`config.mk`:
```
export PLATFORM = sky130hd
export DESIGN_NAME = mac_acc_seq_flat
export DESIGN_NICKNAME = d
export VERILOG_FILES = /design/src/rtl/mac_acc_seq_if.sv /design/src/rtl/mac_acc_seq.sv /design/src/flat_wrapper.sv
export SDC_FILE = /design/constraint.sdc
export NUM_CORES = 1
export LEC_CHECK = 0
export CAP_MARGIN = 15
export CORE_UTILIZATION = 29
export DETAILED_ROUTE_END_ITERATION = 7
export GPL_TIMING_DRIVEN = 0
export SYNTH_ARGS = -nofsm -noshare
export SYNTH_HDL_FRONTEND = slang
export SYNTH_SLANG_ARGS = --single-unit
```
`constraint.sdc`:
```
create_clock -name clk -period 1.6 [get_ports clk]
set_input_delay 0.24 -clock clk [delete_from_list [all_inputs] [get_ports clk]]
set_output_delay 0.24 -clock clk [all_outputs]
set_load 0.005 [all_outputs]
```
`src/rtl/mac_acc_seq_if.sv`:
```
// Stream, MAC-bus and result signals between mac_acc_seq and its
// neighbours. The slave modport is the sequencer; master is the environment.
interface mac_acc_seq_if #(
   parameter int bw      = 4,
   parameter int psum_bw = 16,
   parameter int len_bw  = 8
);
   logic               start;
   logic [len_bw-1:0]  len;
   logic               relu_en;
   logic               in_valid;
   logic               in_ready;
   logic [bw-1:0]      in_a;
   logic [bw-1:0]      in_b;
   logic [bw-1:0]      mac_a;
   logic [bw-1:0]      mac_b;
   logic [psum_bw-1:0] mac_c;
   logic [psum_bw-1:0] mac_out;
   logic               out_valid;
   logic               out_ready;
   logic [psum_bw-1:0] out_data;
   logic               busy;

   modport master (
      output start, len, relu_en, in_valid, in_a, in_b,
      output mac_out, out_ready,
      input  in_ready, mac_a, mac_b, mac_c,
      input  out_valid, out_data, busy
   );

   modport slave (
      input  start, len, relu_en, in_valid, in_a, in_b,
      input  mac_out, out_ready,
      output in_ready, mac_a, mac_b, mac_c,
      output out_valid, out_data, busy
   );
endinterface

```
`src/rtl/mac_acc_seq.sv`:
```
// Dot-product sequencer: feeds pairs to an external MAC, loops the
// running psum back through mac_c and returns the (optionally ReLU'd) sum.
module mac_acc_seq #(
   parameter int bw      = 4,
   parameter int psum_bw = 16,
   parameter int len_bw  = 8,
   parameter int MAC_LAT = 2
) (
   input logic          clk,
   input logic          reset,
   mac_acc_seq_if.slave bus
);
   typedef enum logic [1:0] {IDLE, ISSUE, WAIT, DONE} state_t;
   localparam int WW = 3;

   state_t             state_q, state_d;
   logic [psum_bw-1:0] psum_q, psum_d;
   logic [len_bw-1:0]  cnt_q, cnt_d;
   logic [len_bw-1:0]  len_q, len_d;
   logic               relu_q, relu_d;
   logic [WW-1:0]      wait_q, wait_d;
   logic [bw-1:0]      mac_a_q, mac_a_d;
   logic [bw-1:0]      mac_b_q, mac_b_d;
   logic [psum_bw-1:0] mac_c_q, mac_c_d;
   logic [psum_bw-1:0] out_data_q, out_data_d;
   logic               out_valid_q, out_valid_d;
   logic [len_bw-1:0]  cnt_inc;

   assign cnt_inc = cnt_q + len_bw'(1);

   always_ff @(posedge clk or negedge reset) begin
      if (!reset) begin
         state_q     <= IDLE;
         psum_q      <= '0;
         cnt_q       <= '0;
         len_q       <= '0;
         relu_q      <= 1'b0;
         wait_q      <= '0;
         mac_a_q     <= '0;
         mac_b_q     <= '0;
         mac_c_q     <= '0;
         out_data_q  <= '0;
         out_valid_q <= 1'b0;
      end else begin
         state_q     <= state_d;
         psum_q      <= psum_d;
         cnt_q       <= cnt_d;
         len_q       <= len_d;
         relu_q      <= relu_d;
         wait_q      <= wait_d;
         mac_a_q     <= mac_a_d;
         mac_b_q     <= mac_b_d;
         mac_c_q     <= mac_c_d;
         out_data_q  <= out_data_d;
         out_valid_q <= out_valid_d;
      end
   end

   always_comb begin
      state_d     = state_q;
      psum_d      = psum_q;
      cnt_d       = cnt_q;
      len_d       = len_q;
      relu_d      = relu_q;
      wait_d      = wait_q;
      mac_a_d     = mac_a_q;
      mac_b_d     = mac_b_q;
      mac_c_d     = mac_c_q;
      out_data_d  = out_data_q;
      out_valid_d = out_valid_q;
      unique case (state_q)
         IDLE: begin
            if (bus.start) begin
               len_d   = bus.len;
               relu_d  = bus.relu_en;
               psum_d  = '0;
               cnt_d   = '0;
               state_d = (bus.len == '0) ? DONE : ISSUE;
            end
         end
         ISSUE: begin
            if (bus.in_valid) begin
               mac_a_d = bus.in_a;
               mac_b_d = bus.in_b;
               mac_c_d = psum_q;
               wait_d  = WW'(MAC_LAT);
               state_d = WAIT;
            end
         end
         WAIT: begin
            wait_d = wait_q - WW'(1);
            // Last latency edge: the MAC result for the held operands is valid
            if (wait_q == WW'(1)) begin
               psum_d  = bus.mac_out;
               cnt_d   = cnt_inc;
               state_d = (cnt_inc == len_q) ? DONE : ISSUE;
            end
         end
         DONE: begin
            if (!out_valid_q) begin
               out_valid_d = 1'b1;
               out_data_d  = (relu_q && psum_q[psum_bw-1]) ? '0 : psum_q;
            end else if (bus.out_ready) begin
               out_valid_d = 1'b0;
               state_d     = IDLE;
            end
         end
         default: state_d = IDLE;
      endcase
   end

   assign bus.in_ready  = (state_q == ISSUE);
   assign bus.busy      = (state_q != IDLE);
   assign bus.mac_a     = mac_a_q;
   assign bus.mac_b     = mac_b_q;
   assign bus.mac_c     = mac_c_q;
   assign bus.out_data  = out_data_q;
   assign bus.out_valid = out_valid_q;
endmodule

```
`src/flat_wrapper.sv`:
```
// flat-port wrapper written by rule: the top's interface ports become plain ports
module mac_acc_seq_flat 
#(
   parameter int bw      = 4,
   parameter int psum_bw = 16,
   parameter int len_bw  = 8,
   parameter int MAC_LAT = 2
)
  (clk, reset, bus_start, bus_len, bus_relu_en, bus_in_valid, bus_in_a, bus_in_b, bus_mac_out, bus_out_ready, bus_in_ready, bus_mac_a, bus_mac_b, bus_mac_c, bus_out_valid, bus_out_data, bus_busy);
  mac_acc_seq_if #(.bw(bw), .psum_bw(psum_bw), .len_bw(len_bw)) bus_i ();
  input logic clk;
  input logic reset;
  input wire logic [$bits(bus_i.start)-1:0] bus_start;
  input wire logic [$bits(bus_i.len)-1:0] bus_len;
  input wire logic [$bits(bus_i.relu_en)-1:0] bus_relu_en;
  input wire logic [$bits(bus_i.in_valid)-1:0] bus_in_valid;
  input wire logic [$bits(bus_i.in_a)-1:0] bus_in_a;
  input wire logic [$bits(bus_i.in_b)-1:0] bus_in_b;
  input wire logic [$bits(bus_i.mac_out)-1:0] bus_mac_out;
  input wire logic [$bits(bus_i.out_ready)-1:0] bus_out_ready;
  output wire logic [$bits(bus_i.in_ready)-1:0] bus_in_ready;
  output wire logic [$bits(bus_i.mac_a)-1:0] bus_mac_a;
  output wire logic [$bits(bus_i.mac_b)-1:0] bus_mac_b;
  output wire logic [$bits(bus_i.mac_c)-1:0] bus_mac_c;
  output wire logic [$bits(bus_i.out_valid)-1:0] bus_out_valid;
  output wire logic [$bits(bus_i.out_data)-1:0] bus_out_data;
  output wire logic [$bits(bus_i.busy)-1:0] bus_busy;
  assign bus_i.start = bus_start;
  assign bus_i.len = bus_len;
  assign bus_i.relu_en = bus_relu_en;
  assign bus_i.in_valid = bus_in_valid;
  assign bus_i.in_a = bus_in_a;
  assign bus_i.in_b = bus_in_b;
  assign bus_i.mac_out = bus_mac_out;
  assign bus_i.out_ready = bus_out_ready;
  assign bus_in_ready = bus_i.in_ready;
  assign bus_mac_a = bus_i.mac_a;
  assign bus_mac_b = bus_i.mac_b;
  assign bus_mac_c = bus_i.mac_c;
  assign bus_out_valid = bus_i.out_valid;
  assign bus_out_data = bus_i.out_data;
  assign bus_busy = bus_i.busy;
  mac_acc_seq #(.bw(bw), .psum_bw(psum_bw), .len_bw(len_bw), .MAC_LAT(MAC_LAT)) u_core (.clk(clk), .reset(reset), .bus(bus_i));
endmodule
```
==> metrics.txt, run 1 <==
outcome complete, but fails checks; failing checks DRC; dpl cells 537; FF-to-FF path depth 5; pwr/cell area 1890 nW/um2; Pleak 2.18 nW; max_cap viols 0; drt pass-1 iters 8; largest net degree at the start of global routing 55; Syn. warnings 0; non-filler instance count after layout 561; Num CTS Buffers 9; ys async rst share 100%; via count 2623; layout cell share with drive strength beyond 1 21.1%; FP Rows 39; # IOs 81; Hold Fails Final Rpt 0; crit share post-route 99.8%; Synth Flop Type dfrtp_1; skew final 0.00911 ns; synth unique cells 42; critical path class flop to flop; Arr. time, crit path 1.82 ns; initial core utilization 30.3%; worst-margin pin slew 0.577 ns; all-layer global routing usage 14.2%; CP endpoint kind flop; GPL Wtd Cong 0.809; WL final 8500 um; Synth Cell Area 3520 um2; worst reg2reg path startpoint u_core.state_q[0]$_DFFE_PN0P_; r2r setup slk 0.003 ns; R2R Path End u_core.len_q[5]$_DFFE_PN0P_; CTS max path bufs 2; f_max 0.626 GHz; first-pass GRT wire length 13700 um; worst-skew pair later-pin latency 0.34 ns; Syn Inst Count 313; CP Max Fanout 9; port buffer count 80; chip width 112 um; WL/cell 15.2 um; CP startpoint u_core.state_q[0]$_DFFE_PN0P_; most frequent cells in the layout 79 x dfrtp_1, 77 x clkdlybuf4s50_1, 73 x nand2_1, 36 x o21ai_0, 18 x mux2_4; XOR/XNOR share of the synthesized area 3.48%; Die ar. 12600 um2; final setup violation count 0; #FFs+latches synth 79; Final ANT Viol Nets 0; CTS clk-pin slew, worst paths 0.06 ns; syn_area_per_cell 11.3 um2; Post-Synth Adder-Cell Area 1.06%; vias per std cell 4.68; pins over their slew limit 0; CTS root buf clkbuf_16; final core occ 43.0%; DRC 8; Final Total Pwr 9.41 mW; Iter 0 DRT Violations 133; largest family of logic cells by synthesized area simple AND/OR/NAND/NOR gates; sequential fraction of the synthesis area 56.1%; post-detail-place hpwl 5960 um; antenna violations before repair 0; Die Span Y 112 um; Syn Nets 354; mux cell area share after synthesis 12.7%; H-tree depth 3; IR drop worst, VDD 0.756 mV; grt total ovfl 0; Compound-Gate Fraction of Synth Area 10.0%; commonest non-fill, non-tap cell in the layout dfrtp_1; nets@finish 454; Post-Synth Simple-Gate Area 13.6%; # diodes 0; Core Box Area 11600 um2; EDFF count, synth 0; vias in the first global route 2630; Tmin final 1.60 ns; Critical Path RT 1.82 ns; Layout area overhead 41.6%; Startpoint Class flop; Hold Path Class input port to async pin; TritonCTS clock tree yes; clk sinks 79; Max-slew headroom 61.5%; RSZ-0062 raised after global routing yes
==> power breakdown <==
| part | total, mW | switching (mW) | internal (mW) |
|---|---|---|---|
| Sequential | 3.37 | 0.566 | 2.80 |
| Combinational | 3.81 | 1.62 | 2.19 |
| Clock | 2.23 | 0.851 | 1.38 |
| Total | 9.41 | 3.04 | 6.37 |
==> metal layers <==
metal	track usage, %	wire length (um)	vias to the layer above
met4	5.16	126	0
li1	-	-	1270
met2	22.0	3900	75
met1	19.1	3980	1268
met3	3.73	500	10
met5	0	0	-
==> worst max-delay path, stage by stage, from the launching register on <==
cell	delay (ns)
dfrtp_1	0.42
buf_6	0.15
or2_4	0.25
buf_4	0.15
nor2_8	0.16
mux2_2	0.35
==> cells in the mapped netlist (2+ instances only) <==
cell type / n / area [um2]
a21oi_1: 3 / 15.0
buf_2: 7 / 35.0
buf_6: 3 / 33.8
clkbuf_1: 5 / 18.8
dfrtp_1: 79 / 1980
ha_1: 3 / 37.5
inv_1: 3 / 11.3
mux2_2: 15 / 169
mux2_4: 18 / 270
nand2_1: 73 / 274
nand2b_1: 5 / 31.3
nand3_1: 5 / 25.0
nand4_1: 2 / 12.5
nor2_1: 5 / 18.8
nor2b_1: 4 / 25.0
nor4_1: 2 / 12.5
o21ai_0: 38 / 190
o21ai_1: 4 / 20.0
o31ai_1: 3 / 22.5
or2_2: 2 / 12.5
xnor2_1: 10 / 87.6
xor2_1: 4 / 35.0
==> cell families (layout without fill, tap and decap cells) <==
family,Yosys count,in the layout
flip-flops,79,79
multiplexers,34,34
XOR/XNOR,14,14
AND/OR/NAND/NOR,104,104
AO/OA/AOI/OAI,60,60
buffers and inverters,19,124
adder cells (fa/ha/maj),3,3
==> cell type report <==
class,instances,area (um2)
plain buffers,15,119
clock buffers,10,229
clock inverters,6,92.6
fillers,1122,6620
inverters,3,11.3
multi-input cells,215,1500
flip-flops and latches,79,1980
well taps,143,179
repair buffers,90,888
==> sequential cells by signal, summed over array words and instances, names as in the netlist <==
signal and cells:
u_core.bus.out_data 16, u_core.state_q 2, u_core.bus.mac_a 4, u_core.bus.mac_b 4, u_core.psum_q 16, u_core.bus.out_valid 1, u_core.relu_q 1, u_core.len_q 8
u_core.wait_q 3, u_core.cnt_q 8, u_core.bus.mac_c 16
==> metrics by stage <==
| stage | worst slack [ns] | TNS, ns | hold slack [ns] | cell area, um2 |
|---|---|---|---|---|
| floorplan | 0.115 | 0 | -0.0556 | 3520 |
| global placement | -2.54 | -201.63 | 0.464 | 4500 |
| detailed placement | -0.125 | -1.32 | 0.190 | 4530 |
| CTS | -0.0684 | -0.0684 | 0.368 | 4890 |
| global route | -0.0500 | -0.690 | 0.404 | 4990 |
| finish | 0.00325 | 0 | 0.353 | 4990 |
==> how the worst max path moves through the flow <==
stage	endpoint	slack [ns]	cells past startpoint
final	u_core.len_q[5]$_DFFE_PN0P_	0.003	5
after floorplan	u_core.len_q[0]$_DFFE_PN0P_	0.12	4
after global routing	u_core.len_q[2]$_DFFE_PN0P_	-0.05	5
after global placement	u_core.bus.mac_a[2]$_DFFE_PN0P_	-2.54	1
after detailed placement	u_core.cnt_q[6]$_DFFE_PN0P_	-0.13	6
after CTS	bus_busy	-0.07	3
==> timing repair <==
item / in CTS / in global routing
setup endpoints to repair: 20 / 35
setup buffers: 1 / 6
cloned: 0 / 1
pin swaps: 1 / 1
gates resized for setup: 12 / 18
hold buffers: 1 / 0
hold endpoints to repair: 25 / 0
No activity file was read; power rests on OpenSTA's default activity.
==> inputs of run 2 (changes only) <==
Settings changed: CAP_MARGIN 15 to not set.
==> results of run 2 <==
Final layout, timing and power as in run 1 (identical DEF).
==> inputs of run 3 (changes only) <==
Clock period 1.6 ns to 1.9 ns, I/O delays scaled along.
==> metrics.txt, run 3 (synthesis results as in run 1) <==
FP Rows 39 (unchanged); Power Internal 5.17 mW (-19%); largest net degree at the start of global routing 55 (unchanged); Tmin final 1.72 ns; crit share post-route 90.7%; Setup WS pre-CTS 0.130 ns (+0.255 ns); vias per std cell 4.63 (-0.88%); Sequential cell area 1980 um2 (unchanged); Net Sw Power 2.47 mW (-19%); CP Max Fanout 10 (+1); max_cap viols 0 (unchanged); Layout area overhead 38.2%; Comb pwr share 38.4% (-2.1 points); grt total ovfl 0 (unchanged); # IOs 81 (unchanged); worst-margin pin slew 0.513 ns (-0.0634 ns); WL/cell 14.9 um (-1.4%); Iter 0 DRT Violations 126 (-5.3%); placed cell areas 4530 um2 (unchanged); Pleak 2.14 nW (-1.8%); failing checks DRC; Clk pwr share 24.6% (+0.9 points); final core occ 42.0% (-1.0 points); final setup violation count 0 (unchanged); nets@finish 448 (-1.3%); RSZ-0062 raised after global routing no; CTS root buf clkbuf_16; GPL Wtd Cong 0.809 (unchanged); Startpoint Class flop; chip width 112 um (unchanged); Arr. time, crit path 1.44 ns (-0.38 ns); Critical Path RT 1.62 ns (-0.20 ns); vias in the first global route 2626 (-0.15%); CTS max path bufs 2 (unchanged); first-pass GRT wire length 13700 um (about the same); skew final 0.00709 ns (-0.00202 ns); outcome complete, but fails checks; post-detail-place hpwl 5960 um (unchanged); port buffer count 80 (unchanged); all-layer global routing usage 14.2% (unchanged); WL final 8290 um (-2.5%); pwr/cell area 1570 nW/um2 (-17%); # diodes 0 (unchanged); Die ar. 12600 um2 (unchanged); Hold Fails Final Rpt 0 (unchanged); Finished Cell Area 4870 um2 (-2.4%); Max-slew headroom 65.8% (+4.3 points); sequential fraction of design power 37.0% (+1.2 points); commonest non-fill, non-tap cell in the layout dfrtp_1; drt pass-1 iters 6 (-2); clk sinks 79 (unchanged); CTS clk-pin slew, worst paths 0.06 ns (about the same); fill count 1128 (+0.53%); worst-skew pair later-pin latency 0.34 ns (about the same); TritonCTS clock tree yes; critical path class flop to output port; most frequent cells in the layout 79 x dfrtp_1, 77 x clkdlybuf4s50_1, 73 x nand2_1, 38 x o21ai_0, 18 x mux2_4; DRC 8 (unchanged); final setup margin 0.177 ns (+0.173 ns); layout cell share with drive strength beyond 1 16.7% (-4.3 points); antenna violations before repair 0 (unchanged); pins over their slew limit 0 (unchanged); Num CTS Buffers 9 (unchanged); initial core utilization 30.3% (unchanged); Die Span Y 112 um (unchanged); Hold Path Class input port to async pin; worst hold slack 0.399 ns (+0.0459 ns); switching share of power 32.3% (+0.041 points); CP endpoint kind output port; IR drop worst, VDD 0.706 mV (-6.7%); via count 2572 (-1.9%); H-tree depth 3 (unchanged); Core Box Area 11600 um2 (unchanged); f_max 0.580 GHz; area occupied by multi-input gates 1440 um2 (-3.4%); Final ANT Viol Nets 0 (unchanged)
run 3: path summary, 6_finish.rpt:
kind / from / endpoint / slack, ns / cells past startpoint
worst min-delay path: reset / u_core.relu_q$_DFFE_PN0P_ / 0.40 / 2
worst max-delay path: u_core.state_q[1]$_DFFE_PN0P_ / bus_busy / 0.18 / 3
max in group asynchronous: reset / u_core.bus.out_data[6]$_DFFE_PN0P_ / 0.91 / 3
worst max register to register: u_core.cnt_q[0]$_DFFE_PN0P_ / u_core.state_q[1]$_DFFE_PN0P_ / 0.20 / 5
min in group clk: u_core.bus.out_data[9]$_DFFE_PN0P_ / u_core.bus.out_data[9]$_DFFE_PN0P_ / 0.48 / 2
worst min register to register: u_core.bus.out_data[9]$_DFFE_PN0P_ / u_core.bus.out_data[9]$_DFFE_PN0P_ / 0.48 / 2
run 3: per-layer routing:
layer | routed length, um | GRT usage, %
met1 | 3910 | 19.0
met2 | 3840 | 22.1
met3 | 437 | 3.73
met4 | 108 | 5.16
met5 | 0 | 0
run 3: cell type report:
class / count / share of cell area [%]
well taps: 143 / 3.67
plain buffers: 16 / 1.95
flip-flops and latches: 79 / 40.6
inverters: 3 / 0.231
clock buffers: 10 / 4.70
multi-input cells: 215 / 29.6
repair buffers: 83 / 17.3
clock inverters: 6 / 1.90
run 3: metrics by stage:
stage / instances / TNS, ns / power (mW)
after floorplan: 313 / 0 / 4.46
after global placement: 536 / -180.26 / 5.72
after detailed placement: 537 / 0 / 5.82
after CTS: 554 / 0 / 7.72
after global routing: 555 / 0 / 8.15
final: 555 / 0 / 7.64
run 3: power groups by stage:
stage	logic, mW	registers (mW)	clock network (mW)
3_3_place_gp	2.89	2.83	0
2_1_floorplan	1.69	2.77	0
5_1_grt	3.23	2.94	1.99
6_report	2.94	2.82	1.88
3_5_place_dp	2.95	2.87	0
4_1_cts	2.97	2.84	1.91
run 3: critical path, stage by stage, from the launching register on:
cell	delay, ns
dfrtp_1	0.38
buf_4	0.17
or2_4	0.28
dlygate4sd2_1	0.27
run 3: repair_timing:
action | in CTS | in global routing
endpoints found under the hold margin | 25 | 0
setup endpoints to repair | 1 | 1
pin swaps | 0 | 0
gates resized for setup | 2 | 1
cloned | 0 | 0
setup buffers | 0 | 1
hold buffers | 1 | 0
